### config.mk
export PLATFORM = sky130hd
export DESIGN_NAME = alu_issue_unit
export DESIGN_NICKNAME = d
export VERILOG_FILES = /design/src/rtl/alu_pkg.sv /design/src/rtl/alu_issue_unit.sv
export SDC_FILE = /design/constraint.sdc
export NUM_CORES = 1
export LEC_CHECK = 0
export CAP_MARGIN = 20
export CORE_MARGIN = 10
export CORE_UTILIZATION = 37
export CTS_CLUSTER_DIAMETER = 40
export DETAILED_ROUTE_END_ITERATION = 16
export GPL_TIMING_DRIVEN = 1
export PLACE_DENSITY = 0.77
export SLEW_MARGIN = 20
export SYNTH_ARGS = -nofsm -noshare
export SYNTH_HDL_FRONTEND = slang
export SYNTH_SLANG_ARGS = --single-unit
### constraint.sdc
create_clock -name clk -period 1.4 [get_ports clk]
set_input_delay 0.35 -clock clk [delete_from_list [all_inputs] [get_ports clk]]
set_output_delay 0.35 -clock clk [all_outputs]
set_load 0.03 [all_outputs]
### src/rtl/alu_pkg.sv
// rtl/alu_pkg.sv - shared ALU widths, issue-unit state encoding and ALU select codes
package alu_pkg;

  localparam int ALU_WIDTH = 64;
  localparam int ALU_SEL_W = 4;

  typedef enum logic [1:0] {
    ST_IDLE = 2'd0,
    ST_EXEC = 2'd1,
    ST_DONE = 2'd2
  } state_t;

  // Select codes understood by the combinational ALU beside the issue unit
  localparam logic [ALU_SEL_W-1:0] ALU_ADD  = 4'd0;
  localparam logic [ALU_SEL_W-1:0] ALU_SUB  = 4'd1;
  localparam logic [ALU_SEL_W-1:0] ALU_MUL  = 4'd2;
  localparam logic [ALU_SEL_W-1:0] ALU_DIV  = 4'd3;
  localparam logic [ALU_SEL_W-1:0] ALU_SHL  = 4'd4;
  localparam logic [ALU_SEL_W-1:0] ALU_SHR  = 4'd5;
  localparam logic [ALU_SEL_W-1:0] ALU_ROL  = 4'd6;
  localparam logic [ALU_SEL_W-1:0] ALU_ROR  = 4'd7;
  localparam logic [ALU_SEL_W-1:0] ALU_AND  = 4'd8;
  localparam logic [ALU_SEL_W-1:0] ALU_OR   = 4'd9;
  localparam logic [ALU_SEL_W-1:0] ALU_XOR  = 4'd10;
  localparam logic [ALU_SEL_W-1:0] ALU_NOR  = 4'd11;
  localparam logic [ALU_SEL_W-1:0] ALU_NAND = 4'd12;
  localparam logic [ALU_SEL_W-1:0] ALU_XNOR = 4'd13;
  localparam logic [ALU_SEL_W-1:0] ALU_GT   = 4'd14;
  localparam logic [ALU_SEL_W-1:0] ALU_EQ   = 4'd15;

endpackage

### src/rtl/alu_issue_unit.sv
// rtl/alu_issue_unit.sv - issue stage: registers commands onto the ALU and hands back its result
module alu_issue_unit
  import alu_pkg::*;
#(
  parameter int WIDTH = ALU_WIDTH,
  parameter int SEL_W = ALU_SEL_W,
  parameter int CNT_W = 16
) (
  input  logic             clk,
  input  logic             rst,
  input  logic             cmd_valid,
  output logic             cmd_ready,
  input  logic [WIDTH-1:0] cmd_op1,
  input  logic [WIDTH-1:0] cmd_op2,
  input  logic [SEL_W-1:0] cmd_sel,
  input  logic             cmd_chain,
  output logic [WIDTH-1:0] alu_op1,
  output logic [WIDTH-1:0] alu_op2,
  output logic [SEL_W-1:0] alu_select,
  input  logic [WIDTH-1:0] alu_out,
  input  logic             alu_carry_out,
  output logic             res_valid,
  input  logic             res_ready,
  output logic [WIDTH-1:0] res_data,
  output logic             res_carry,
  output logic [CNT_W-1:0] op_count
);

  state_t           state;
  logic [WIDTH-1:0] acc;

  always_ff @(posedge clk) begin
    if (rst) begin
      state      <= ST_IDLE;
      cmd_ready  <= 1'b1;
      alu_op1    <= '0;
      alu_op2    <= '0;
      alu_select <= '0;
      res_valid  <= 1'b0;
      res_data   <= '0;
      res_carry  <= 1'b0;
      op_count   <= '0;
      acc        <= '0;
    end else begin
      case (state)
        ST_IDLE: begin
          if (cmd_valid) begin
            alu_op1    <= cmd_chain ? acc : cmd_op1;
            alu_op2    <= cmd_op2;
            alu_select <= cmd_sel;
            cmd_ready  <= 1'b0;
            state      <= ST_EXEC;
          end
        end
        // ALU inputs have been stable for a full cycle; capture its settled output
        ST_EXEC: begin
          res_data  <= alu_out;
          res_carry <= alu_carry_out;
          acc       <= alu_out;
          res_valid <= 1'b1;
          state     <= ST_DONE;
        end
        ST_DONE: begin
          if (res_ready) begin
            res_valid <= 1'b0;
            op_count  <= op_count + CNT_W'(1);
            cmd_ready <= 1'b1;
            state     <= ST_IDLE;
          end
        end
        default: begin
          res_valid <= 1'b0;
          cmd_ready <= 1'b1;
          state     <= ST_IDLE;
        end
      endcase
    end
  end

endmodule

# Word level (Yosys, flattened, before mapping)
# Cells that the tools add are included.
dict set report classes {
  div_mod_pow 0
  n_eq_ne 4
  addsub 1
  n_reduce_logical 6
  n_lt_le_gt_ge 0
  n_shift 0
  n_mux 9
  multipliers 0
  bitwise_logic 2
}
# op n
set op_table {}
lappend op_table {{$mux W64} 1}
lappend op_table {{$add A16 B1 Y16 const B} 1}
lappend op_table {{$reduce_and A2 Y1} 4}
lappend op_table {{$pmux W1 S3} 2}
lappend op_table {{$pmux W2 S3} 1}
lappend op_table {{$mux W2} 2}
lappend op_table {{$ne A2 B2 Y1 const B} 2}
lappend op_table {{$mux W1} 3}
lappend op_table {{$reduce_and A3 Y1} 1}
lappend op_table {{$eq A2 B1 Y1 const B} 1}
lappend op_table {{$eq A2 B2 Y1 const B} 1}
lappend op_table {{$logic_not A2 Y1} 1}
lappend op_table {{$not A1 Y1} 2}
dict set report totals {
  mem_bits_rw 0
  mem_bits_ro 0
  output_inout_bits 215
  inputBits 202
  reg_bits 217
  memories 0
  latchBits 0
  wordCells 31
}

# Logic depth before layout (Yosys ltp)
# Gate-level depths: netlist of run 1.
dict set report depth {
  word_depth 3
  depth_mapped 7
  ltp_nobuf 5
}

# Least setup slack after synthesis of run 1
# OpenSTA, ideal clock, no wires.
dict set report synth_timing {
  kind {register to register}
  start {register op_count[0]}
  end {register op_count[14]}
  setup_slack_ns -0.293
  t_arrival_ns 1.579
  stages_incl_launch_ff 6
  setup_time_ns 0.114
  period_less_slack_ns 1.693
  required_time_ns 1.286
  n_path_buf 0
  cell_sequence {dfxtp_1 ha_1 nand4b_1 nor4_2 nor3b_1 a21o_1}
}
dict set report synth_via {
  elab_chain_len 1
}
# item line
set synth_lines {}
lappend synth_lines {{start: declaration} alu_issue_unit.sv:26} ;# output logic [CNT_W-1:0] op_count
lappend synth_lines {{start signal: assignment} alu_issue_unit.sv:66} ;# op_count <= op_count + CNT_W'(1);
lappend synth_lines {{$add A16 B1 Y16} alu_issue_unit.sv:66}
# No other way between the ends.
# A chain may end at the register's enable or synchronous reset.

# Worst setup path in the final report of run 1
dict set report layout_timing {
  start {register op_count[1]}
  end {output port op_count[1]}
}
# No word-level cell between the ends.

==> results_dict.tcl, run 1 <==
set metrics [dict create \
    synth_nets 1169 \
    cts.path.max_buffers 3 \
    grt_pass1_wl_mm 52.4 \
    violations "negative setup slack" \
    post-route-period-util_pct 102 \
    syn2layout_area_growth_pct 88.7 \
    syn_inst 966 \
    slew_headroom_pct 78.5 \
    fmax_mhz 699 \
    numCtsBuffers 37 \
    routabilityCongestion 0.811 \
    synth_cell_types 36 \
    dieHeight_um 173 \
    tightest_slew_ns 0.314 \
    grt-ovfl-total 0 \
    die-area_mm2 0.0298 \
    cp.required_ns 1.05 \
    yosysTopAreaCellShare_pct 50.4 \
    drt-total-wl_mm 36.3 \
    setup_violations 4 \
    n_fill_cell 1531 \
    yosysSeqAreaShare_pct 50.4 \
    grt_max_degree 52 \
    fp.dieW_um 173 \
    maxCapViolCount 0 \
    min_path_type "input pin to register" \
    yosysMostFrequentCell "nand2_1" \
    post_dp_cell_area_mm2 0.0142 \
    yosys_warnings 0 \
    rsz0062_at_grt "yes" \
    worst_setup_path_start_kind "register" \
    finalHoldViolCount 0 \
    port_buffers 416 \
    core_mm2 0.0228 \
    htreeDepth 2 \
    synth_common_cells "nand2_1 (272), dfxtp_1 (217), a21oi_1 (138)" \
    grt_pass1_vias 8934 \
    synth.area.top_cells "dfxtp_1 (50%), nand2_1 (12%), a211oi_2 (9.3%)" \
    post-route-util_pct 71.4 \
    cts_hold_buffers 0 \
    final_area_mm2 0.0163 \
    ys_ff_latch 217 \
    io_pins 417 \
    diodes 0 \
    p_per_area_mw_per_mm2 1250 \
    dr_total_vias 8852 \
    grt.total_usage_pct 21.8 \
    skew_ns 0.0191 \
    critical_path_peak_fanout 2 \
    tns_ns -0.0701 \
    avgSynthCellArea_um2 8.92 \
    ant_nets 0 \
    start_util_pct 37.8 \
    min_period_ns 1.43 \
    layout-drive-gt1-share_pct 37.3 \
    clkTransAtPathRegs_ns 0.05 \
    total_leakage_power_nw 6.63 \
    drtPass1Iterations 5 \
    synth_largest_area_cell "dfxtp_1" \
    cp-end-kind "output port" \
    dpl.hpwl_mm 25.4 \
    first_iter_violations 462 \
    syn_area_mm2 0.00862 \
    setup_ws_ns -0.0304 \
    cts_root_buf "clkbuf_16" \
    drc_errors 0 \
    cts_tree "yes" \
    cts.sinks 217 \
    nNetsFinal 1652 \
    antenna_found_initial 0 \
    ys_async_sr_fraction_pct 0 \
    critPathArrivalTime_ns 1.08 \
    critPathKind "register to output port" \
    drt-vias-per-instance 4.95 \
    clock_latency_ns 0.50 \
    ys.flop_type "dfxtp_1" \
    wl_per_cell_um 20.3 \
    synth_edf_count 0 \
    status "complete, but fails checks" \
    fp-row-count 55 \
    slew_violations 0 \
    peakVddDrop_v 0.000917 \
]
==> routing by layer <==
metal	wire (um)	vias up	global-route usage [%]	share of wire [%]
met5	0	-	0	0
met2	18500	374	37.7	51
met4	955	0	6.74	2.6
met1	13600	4180	24.3	38
met3	3250	66	8.17	8.9
li1	-	4232	-	-
==> critical path, cell delays in order, from the launching register on <==
cell,delay (ns)
dfxtp_4,0.34
buf_6,0.11
buf_6,0.13
==> final timing paths <==
check	endpoint	slack (ns)	cells past startpoint	from
max	op_count[1]	-0.03	2	op_count[1]
min	op_count[12]	0.25	2	rst
max reg2reg	op_count[6]	0.01	5	op_count[5]
min reg2reg	res_carry	0.45	2	res_carry
==> registers in the layout, indices dropped and copies added (netlist names) <==
register,count
acc,64
alu_op1,64
alu_op2,64
alu_select,4
cmd_ready,1
op_count,16
res_carry,1
res_valid,1
state,2
==> cell usage in the layout, fill, tap and decap left out, drive strengths merged, types with 8 or more instances in the layout <==
cell type,instances
a21oi,138
clkinv,11
xnor2,8
nand2,272
nor2,83
clkbuf,52
dfxtp,217
mux2i,64
inv,10
a211oi,64
clkdlybuf4s50,199
buf,309
==> stage by stage <==
step	total power, mW	std cells	hold slack, ns	setup slack [ns]
finish	20.4	1789	0.253	-0.0304
global route	21.1	1789	0.263	-0.0734
CTS	20.2	1758	0.237	-0.0536
detailed placement	11.1	1690	0.446	-0.343
global placement	11.0	1690	0.441	-0.301
floorplan	8.79	966	0.486	0.00686
==> cell families after synthesis <==
| family | after synthesis | share of synthesized area, % |
|---|---|---|
| compound gates | 209 | 17.9 |
| xor+xnor | 9 | 0.914 |
| fa+ha+maj | 1 | 0.145 |
| buf+inv | 80 | 4.96 |
| flops | 217 | 50.4 |
| mux | 65 | 7.61 |
| simple gates | 385 | 18.1 |
==> where the power goes <==
group | total [mW] | internal (mW) | switching, mW
Clock | 9.08 | 5.91 | 3.17
Sequential | 6.93 | 6.57 | 0.361
Combinational | 4.34 | 2.24 | 2.10
Total | 20.4 | 14.7 | 5.62
==> area by class of cell <==
type | count | area (um^2) | share of cell area [%]
clock buffer | 41 | 961 | 5.91
inverter | 5 | 18.8 | 0.115
sequential | 217 | 4480 | 27.5
multi-input combinational | 669 | 3930 | 24.2
clock inverter | 25 | 290 | 1.78
tap | 313 | 392 | 2.41
timing repair buffer | 519 | 6190 | 38.1
==> repair_timing <==
item / 4_1_cts / 5_1_grt
setup buffers: 5 / 23
cloned: 0 / 8
pin swaps: 1 / 42
gates resized for setup: 280 / 133
endpoints found under the setup margin: 90 / 172
Note: power is estimated with default switching activity, not from simulation.
==> inputs of run 2 (changes only) <==
Settings changed: CELL_PAD_IN_SITES_DETAIL_PLACEMENT from default to 1, CELL_PAD_IN_SITES_GLOBAL_PLACEMENT from default to 1, CORE_ASPECT_RATIO from default to 1.4, CORE_UTILIZATION 37 to 26, PLACE_DENSITY 0.77 to default, PLACE_DENSITY_LB_ADDON from default to 0.1.
==> results_dict.tcl, run 2 (same netlist as run 1, synthesis figures left out) <==
set metrics [dict create \
    status "complete, but fails checks" \
    violations "negative setup slack" \
    cpMostUsedCell "buf_6" \
    maxCapViolCount 0 \
    hold_ws_ns 0.214 \
    p_sw_mw 5.90 \
    total_leakage_power_nw 7.15 \
    cp.required_ns 1.05 \
    numCtsBuffers 38 \
    fp.dieW_um 174 \
    skew_ns 0.0139 \
    critPathArrivalTime_ns 1.10 \
    cp-end-kind "output port" \
    drtPass1Iterations 4 \
    dieHeight_um 235 \
    routabilityCongestion 0.772 \
    io_pins 417 \
    preCtsSetupSlack_ns -0.372 \
    htreeDepth 2 \
    layout-drive-gt1-share_pct 47.3 \
    combPwrFrac_pct 21.4 \
    r2r_slack_ns -0.03 \
    core_mm2 0.0326 \
    r2r-start "op_count[9]" \
    reg2reg_to "op_count[14]" \
    ant_nets 0 \
    clkTransAtPathRegs_ns 0.05 \
    cts.sinks 217 \
    dr_total_vias 8991 \
    crit_start "op_count[0]" \
    rsz0062_at_grt "yes" \
    syn2layout_area_growth_pct 103 \
    start_util_pct 26.4 \
    dpl.hpwl_mm 29.3 \
    wl_per_cell_um 20.8 \
    cts.path.max_buffers 3 \
    fp-row-count 78 \
    cts_hold_buffers 0 \
    grt-ovfl-total 0 \
    finalHoldViolCount 0 \
    slew_headroom_pct 78.8 \
    layout.cells.non_filler 1971 \
    min_period_ns 1.45 \
    placed_cells 1823 \
    p_per_area_mw_per_mm2 1220 \
    drt-total-wl_mm 41.1 \
    post-route-period-util_pct 103 \
    clock_latency_ns 0.52 \
    cp-endpoint "op_count[0]" \
    drc_errors 0 \
    pwr-share-clk_pct 45.8 \
    path_depth 2 \
    drt-vias-per-instance 4.56 \
    cp_slowest_cell "dfxtp_4" \
    fmax_mhz 691 \
    setup_ws_ns -0.0479 \
    largestRegisters "acc: 64 flops, alu_op1: 64 flops, alu_op2: 64 flops" \
    min_path_type "input pin to register" \
    critPathBufInv 2 \
    multi_input_area_mm2 0.00402 \
    switching_share_pct 27.6 \
    nNetsFinal 1702 \
    n_fill_cell 3562 \
    critPathKind "register to output port" \
    critical_path.max_stage_delay_ns 0.34 \
    port_buffers 416 \
    crit_chain "buf_6, buf_6" \
    die-area_mm2 0.0409 \
    worst_setup_path_start_kind "register" \
    grt_pass1_wl_mm 59.0 \
    seq_area_mm2 0.00462 \
    tns_ns -0.534 \
    final_cell_mix "nand2_1 (269), clkdlybuf4s50_1 (199), dfxtp_2 (169), buf_6 (139), a21oi_1 (130)" \
    setup_violations 17 \
    crit_family "flip-flops" \
    slew_violations 0 \
    grt_pass1_vias 9566 \
    first_iter_violations 359 \
    seq_power_share_pct 32.7 \
    r2r_cells 6 \
    power_mw 21.4 \
    peakVddDrop_v 0.000868 \
    grt_max_degree 54 \
    p_int_mw 15.5 \
    critical_path_peak_fanout 2 \
    grt.total_usage_pct 18.4 \
    antenna_found_initial 7 \
    final_common_cell "nand2_1" \
    cts_root_buf "clkbuf_16" \
    tightest_slew_ns 0.310 \
    cts_tree "yes" \
]
==> run 2: final cells by class <==
| type | count | area share (%) |
|---|---|---|
| Antenna cell | 3 | 0.0428 |
| Clock inverter | 27 | 1.94 |
| Clock buffer | 42 | 5.63 |
| Sequential cell | 217 | 26.4 |
| Multi-Input combinational cell | 669 | 22.9 |
| Inverter | 5 | 0.107 |
| Tap cell | 440 | 3.14 |
| Timing Repair Buffer | 568 | 39.8 |
==> run 2: per-stage QoR <==
| stage | area [um^2] | util, % |
|---|---|---|
| 6_report | 17500 | 53.8 |
| 3_5_place_dp | 14500 | 44.5 |
| 5_1_grt | 17500 | 53.8 |
| 2_1_floorplan | 8640 | - |
| 3_3_place_gp | 14500 | 44.5 |
| 4_1_cts | 16600 | 51.1 |
==> run 2: worst min path at each step <==
stage	slack [ns]	startpoint	cells after the start	endpoint
after detailed placement	0.45	alu_op2[19]	2	alu_op2[19]
after floorplan	0.49	alu_out[0]	2	acc[0]
after CTS	0.19	rst	2	alu_op2[51]
final	0.21	rst	2	alu_op2[40]
after global routing	0.21	rst	2	alu_op2[40]
after global placement	0.44	alu_op2[10]	2	alu_op2[10]
==> run 2: repair_timing <==
item | in CTS | in global routing
buffers inserted | 29 | 35
cloned | 1 | 11
setup endpoints to repair | 245 | 129
gates resized for setup | 463 | 95
pin swaps | 2 | 60
==> run 2: power groups by stage <==
stage,Clock [mW],Sequential [mW],Combinational [mW]
finish,9.79,7.00,4.58
floorplan,0,7.66,1.13
CTS,10.0,6.98,4.32
global placement,0,7.02,4.13
detailed placement,0,7.04,4.18
global route,10.3,7.04,4.86
==> run 2: layer usage <==
layer	wire, um	share of wire (%)	vias up	global-route usage, %
li1	-	-	4332	-
met1	14400	35	4261	18.2
met2	22000	53	318	34.0
met3	3510	8.5	74	7.44
met4	1150	2.8	6	6.27
met5	43	0.10	-	0
